File: config.mk
export PLATFORM = sky130hd
export DESIGN_NAME = conv_encoder_r12_flat
export DESIGN_NICKNAME = d
export VERILOG_FILES = /design/src/rtl/conv_encoder_r12_if.sv /design/src/rtl/conv_encoder_r12.sv /design/src/flat_wrapper.sv
export SDC_FILE = /design/constraint.sdc
export NUM_CORES = 1
export LEC_CHECK = 0
export BUFFER_PORTS_ARGS = -buffer_cell sky130_fd_sc_hd__buf_2
export CORE_AREA = 2 2 39 41
export DETAILED_ROUTE_END_ITERATION = 6
export DIE_AREA = 0 0 41 43
export RECOVER_POWER = 100
export SLEW_MARGIN = 20
export SYNTH_ARGS = -nofsm -noshare
export SYNTH_HDL_FRONTEND = slang
export SYNTH_SLANG_ARGS = --single-unit
File: constraint.sdc
create_clock -name clk -period 1.2 [get_ports clk]
set_input_delay 0.24 -clock clk [delete_from_list [all_inputs] [get_ports clk]]
set_output_delay 0.24 -clock clk [all_outputs]
set_load 0.01 [all_outputs]
File: src/rtl/conv_encoder_r12_if.sv
// conv_encoder_r12_if
//   Stream bundle for the rate-1/2 convolutional encoder.
//   Input side : in_bit, in_valid, in_last (to encoder), in_ready (from encoder)
//   Output side: out_sym[1:0], out_valid, out_last (from encoder), out_ready (to encoder)
//   master : the surrounding logic that feeds bits in and takes symbols out
//   slave  : the encoder itself
interface conv_encoder_r12_if;
  logic       in_bit;
  logic       in_valid;
  logic       in_last;
  logic       in_ready;
  logic [1:0] out_sym;
  logic       out_valid;
  logic       out_last;
  logic       out_ready;

  modport master (
    output in_bit, in_valid, in_last, out_ready,
    input  in_ready, out_sym, out_valid, out_last
  );

  modport slave (
    input  in_bit, in_valid, in_last, out_ready,
    output in_ready, out_sym, out_valid, out_last
  );
endinterface

File: src/rtl/conv_encoder_r12.sv
// conv_encoder_r12
//   Rate-1/2 feed-forward convolutional encoder, constraint length K.
//   Each accepted data bit produces one 2-bit symbol {parity G0, parity G1}.
//   A bit flagged in_last is followed by K-1 zero tail symbols, so every frame
//   finishes in trellis state 0. The final tail symbol carries out_last.
// Ports
//   clk  : rising-edge clock
//   rst  : synchronous, active-high reset
//   bus  : conv_encoder_r12_if.slave (input bit stream, output symbol stream)
//
// state  | meaning
// S_DATA | accepting data bits, one symbol per accepted bit
// S_TAIL | flushing K-1 zero bits, input stalled
module conv_encoder_r12 #(
  parameter int             K  = 3,
  parameter logic [K-1:0]   G0 = 3'b111,
  parameter logic [K-1:0]   G1 = 3'b101
) (
  input  logic              clk,
  input  logic              rst,
  conv_encoder_r12_if.slave bus
);

  localparam int CW = $clog2(K) + 1;

  typedef enum logic {S_DATA, S_TAIL} state_t;

  state_t        state;
  logic [K-2:0]  sr;
  logic [CW-1:0] tail_cnt;

  logic          slot_free;
  logic          accept;
  logic          tail_step;
  logic          load;
  logic          u;
  logic [K-1:0]  t;
  logic [K-2:0]  sr_shift;

  // The output register can take a new symbol when empty or being drained.
  assign slot_free    = !bus.out_valid | bus.out_ready;
  assign bus.in_ready = (state == S_DATA) & slot_free & !rst;
  assign accept       = bus.in_valid & bus.in_ready;
  assign tail_step    = (state == S_TAIL) & slot_free;
  assign load         = accept | tail_step;

  assign u = (state == S_DATA) ? bus.in_bit : 1'b0;
  assign t = {u, sr};

  // New bit enters at the top; the oldest bit falls off sr[0].
  // Written as shift-then-overwrite so it also holds for K=2.
  always_comb begin
    sr_shift       = sr >> 1;
    sr_shift[K-2]  = u;
  end

  always_ff @(posedge clk) begin
    if (rst) begin
      state         <= S_DATA;
      sr            <= '0;
      tail_cnt      <= '0;
      bus.out_sym   <= 2'b00;
      bus.out_valid <= 1'b0;
      bus.out_last  <= 1'b0;
    end else begin
      if (load) begin
        bus.out_sym   <= {^(t & G0), ^(t & G1)};
        bus.out_valid <= 1'b1;
        bus.out_last  <= tail_step && (tail_cnt == CW'(1));
        sr            <= sr_shift;
      end else if (bus.out_ready) begin
        bus.out_valid <= 1'b0;
        bus.out_last  <= 1'b0;
      end

      case (state)
        S_DATA: begin
          if (accept && bus.in_last) begin
            tail_cnt <= CW'(K - 1);
            state    <= S_TAIL;
          end
        end
        S_TAIL: begin
          if (slot_free) begin
            tail_cnt <= tail_cnt - CW'(1);
            if (tail_cnt == CW'(1)) state <= S_DATA;
          end
        end
        default: state <= S_DATA;
      endcase
    end
  end

endmodule

File: src/flat_wrapper.sv
// flat-port wrapper written by rule: the top's interface ports become plain ports
module conv_encoder_r12_flat 
#(
  parameter int             K  = 3,
  parameter logic [K-1:0]   G0 = 3'b111,
  parameter logic [K-1:0]   G1 = 3'b101
)
  (clk, rst, bus_in_bit, bus_in_valid, bus_in_last, bus_out_ready, bus_in_ready, bus_out_sym, bus_out_valid, bus_out_last);
  conv_encoder_r12_if bus_i ();
  input  logic clk;
  input  logic rst;
  input wire logic [$bits(bus_i.in_bit)-1:0] bus_in_bit;
  input wire logic [$bits(bus_i.in_valid)-1:0] bus_in_valid;
  input wire logic [$bits(bus_i.in_last)-1:0] bus_in_last;
  input wire logic [$bits(bus_i.out_ready)-1:0] bus_out_ready;
  output wire logic [$bits(bus_i.in_ready)-1:0] bus_in_ready;
  output wire logic [$bits(bus_i.out_sym)-1:0] bus_out_sym;
  output wire logic [$bits(bus_i.out_valid)-1:0] bus_out_valid;
  output wire logic [$bits(bus_i.out_last)-1:0] bus_out_last;
  assign bus_i.in_bit = bus_in_bit;
  assign bus_i.in_valid = bus_in_valid;
  assign bus_i.in_last = bus_in_last;
  assign bus_i.out_ready = bus_out_ready;
  assign bus_in_ready = bus_i.in_ready;
  assign bus_out_sym = bus_i.out_sym;
  assign bus_out_valid = bus_i.out_valid;
  assign bus_out_last = bus_i.out_last;
  conv_encoder_r12 #(.K(K), .G0(G0), .G1(G1)) u_core (.clk(clk), .rst(rst), .bus(bus_i));
endmodule
==> results.cfg <==
[sta]
worst_slack_ns = -0.0617
finalHoldViolations = 0
fin_skew_ns = 0.000310
max_freq_mhz = 793
slew_violations = 0
setup_viol = 1
worstMarginPinSlew_ns = 0.309
rsz0062_at_grt = true
setup_tns_ns = -0.0617
min_period_ns = 1.26
hold_ws_ns = 0.261
slew_headroom = 0.794
finalCritPeriodShare = 1.05

[route]
post-route-drc-count = 0
drt_iter0_drc = 4
wl_per_cell_um = 11.9
wl_um = 1030
drtAntennaViolNets = 0
vias = 417
avgViaCountPerCell = 4.79
drt-pass1-iter-count = 4

[power]
ir_worst_vdd_v = 0.000469
power_density_nw_per_um2 = 1310
power_uw = 856
leakage_nw = 0.275

[synthesis]
synth_area_leader_cell = dfxtp_1
synth_cell_types = 25
synth-seq-cells = 10
netlist_area_sq_um = 489
netlist.area_leader.share = 0.409
synthCells = 53
synth.yosys.seq_area_share = 0.409
yosysWarnings = 0
synth_nets = 61
synth_top_cells_by_area = dfxtp_1, nor2_1, ha_1
avgSynthCellArea_sq_um = 9.23

[worst_setup_path]
crit_path_max_fanout = 2
reg2regPathDepth = 5
r2r-end = u_core.tail_cnt[1]
critPathLaunchType = flop
cp_data_required_time_ns = 0.96
rr_startpoint = u_core.bus.out_valid
r2r_slack_ns = 0.08
worstSetupEndpointType = primary output
critPathArrivalTime_ns = 1.02
path_class = reg2out

[global_routing]
grt_pass1_vias = 399
antenna_found_initial = 0
overflow = 0
grt_use_total = 0.143
grt_first_pass_wirelength_um = 1630
grt_max_degree = 9

[clock_tree]
cts_num_sinks = 10
numCtsBuffers = 3
root_buffer = clkbuf_4
clk_pin_slew_ns = 0.07
cts_hold_buf = 0
cts_max_path_buffers = 2
insertion_delay_ns = 0.27
cts_tree = built
cts-htree-levels = 1

[placed_design]
gp_congestion = 0.727
dp_cells = 81
pre_cts_slack_ns = -0.0342
dp_hpwl_um = 738
placed_area_sq_um = 574
port_buffers = 10

[floorplanning]
die_x_um = 41
start_util = 0.354
dieArea_sq_um = 1760
core_area_sq_um = 1380
die_height_um = 43
rows = 14
io_pins = 11

[status]
outcome = complete, but fails checks
violations = setup timing

[min_path]
holdPathStages = 3
hold-path-endpoint = u_core.state
hold_path.class = in2reg
min_from = bus_in_last

[cells_and_area]
design_area_sq_um = 653
syn_to_final_growth_pct = 33.5
antennaDiodeCount = 0
final_util = 0.472
drive_gt1_frac = 0.408
fin_nets = 80
final_cell_count_no_fill = 87

[job]
cap_violations = 0
-- cell usage in the layout (no fill, tap or decap), types with 2 or more instances in the layout --
cell,n
nor2_1,7
buf_2,7
dfxtp_1,7
buf_4,6
inv_1,4
o21ai_0,3
a21oi_1,3
clkbuf_4,3
clkbuf_1,3
dfxtp_2,3
a32oi_1,2
mux2i_1,2
ha_1,2
-- state kept, by name (all words and copies together) (netlist names) --
name	flops
u_core.bus.out_last	1
u_core.tail_cnt	3
u_core.bus.out_valid	1
u_core.sr	2
u_core.bus.out_sym	2
u_core.state	1
-- critical path, stage by stage (launching register included) --
cell	delay, ns
dfxtp_2	0.32
and2b_2	0.20
nor3_2	0.09
buf_2	0.14
-- where the power goes --
part,internal [mW],total [mW],switching [mW]
logic,0.0808,0.166,0.0853
clock network,0.184,0.313,0.129
registers,0.357,0.377,0.0204
total,0.622,0.856,0.235
-- per-layer routing --
metal	wire length, um	share of wire	vias up	track usage
met5	0	0	-	0
met1	515	0.50	190	0.182
met2	471	0.46	5	0.194
li1	-	-	220	-
met4	10	0.0097	0	0.120
met3	34	0.033	2	0.0314
-- synth_stat cells --
| cell | instances |
|---|---|
| a21oi_1 | 3 |
| nand2b_1 | 1 |
| nand3_1 | 1 |
| nand2_1 | 1 |
| o21ai_2 | 1 |
| o21ai_0 | 3 |
| and2b_1 | 1 |
| nor2_1 | 8 |
| dfxtp_1 | 10 |
| nand2b_4 | 1 |
| inv_1 | 4 |
| buf_6 | 1 |
| xnor2_1 | 1 |
| mux2i_1 | 2 |
| nor3_1 | 3 |
| ha_1 | 2 |
| a311oi_1 | 1 |
| nand3b_1 | 1 |
| a32oi_1 | 2 |
| a211oi_1 | 1 |
| a221oi_1 | 1 |
| xnor2_2 | 1 |
| nor2b_1 | 1 |
| clkbuf_1 | 1 |
| o31ai_2 | 1 |
-- cell type report --
| class | instances | area [sq um] |
|---|---|---|
| clock buffer | 4 | 36.3 |
| fill | 141 | 731 |
| tap | 16 | 20.0 |
| sequential | 10 | 204 |
| multi-input combinational | 37 | 287 |
| timing repair buffer | 16 | 91.3 |
| inverter | 4 | 15.0 |
-- repair_timing --
item                       in CTS  in global routing
pin swaps                       0                  1
resized for setup               7                  3
buffers inserted                2                  0
setup endpoints to repair       2                  3
-- cell families (layout without fill, tap and decap cells) --
kind of cell             after synthesis  count (layout)  share of synthesized area
adder cells (fa/ha/maj)                2               2                     0.0511
flip-flops                            10              10                      0.409
AND/OR/NAND/NOR                       18              18                      0.194
XOR/XNOR                               2               2                     0.0512
buffers and inverters                  6              24                     0.0614
multiplexers                           2               2                     0.0409
AO/OA/AOI/OAI                         13              13                      0.192
-- how the worst max path moves through the flow --
stage                          from               endpoint  cells after the start
2_1_floorplan          u_core.state  u_core.bus.out_sym[1]                      5
3_3_place_gp           u_core.state     u_core.tail_cnt[2]                      4
3_5_place_dp           u_core.state     u_core.tail_cnt[2]                      4
4_1_cts        u_core.bus.out_valid           bus_in_ready                      3
5_1_grt        u_core.bus.out_valid           bus_in_ready                      3
6_report       u_core.bus.out_valid           bus_in_ready                      3
Power figures use the tool's default switching activity.
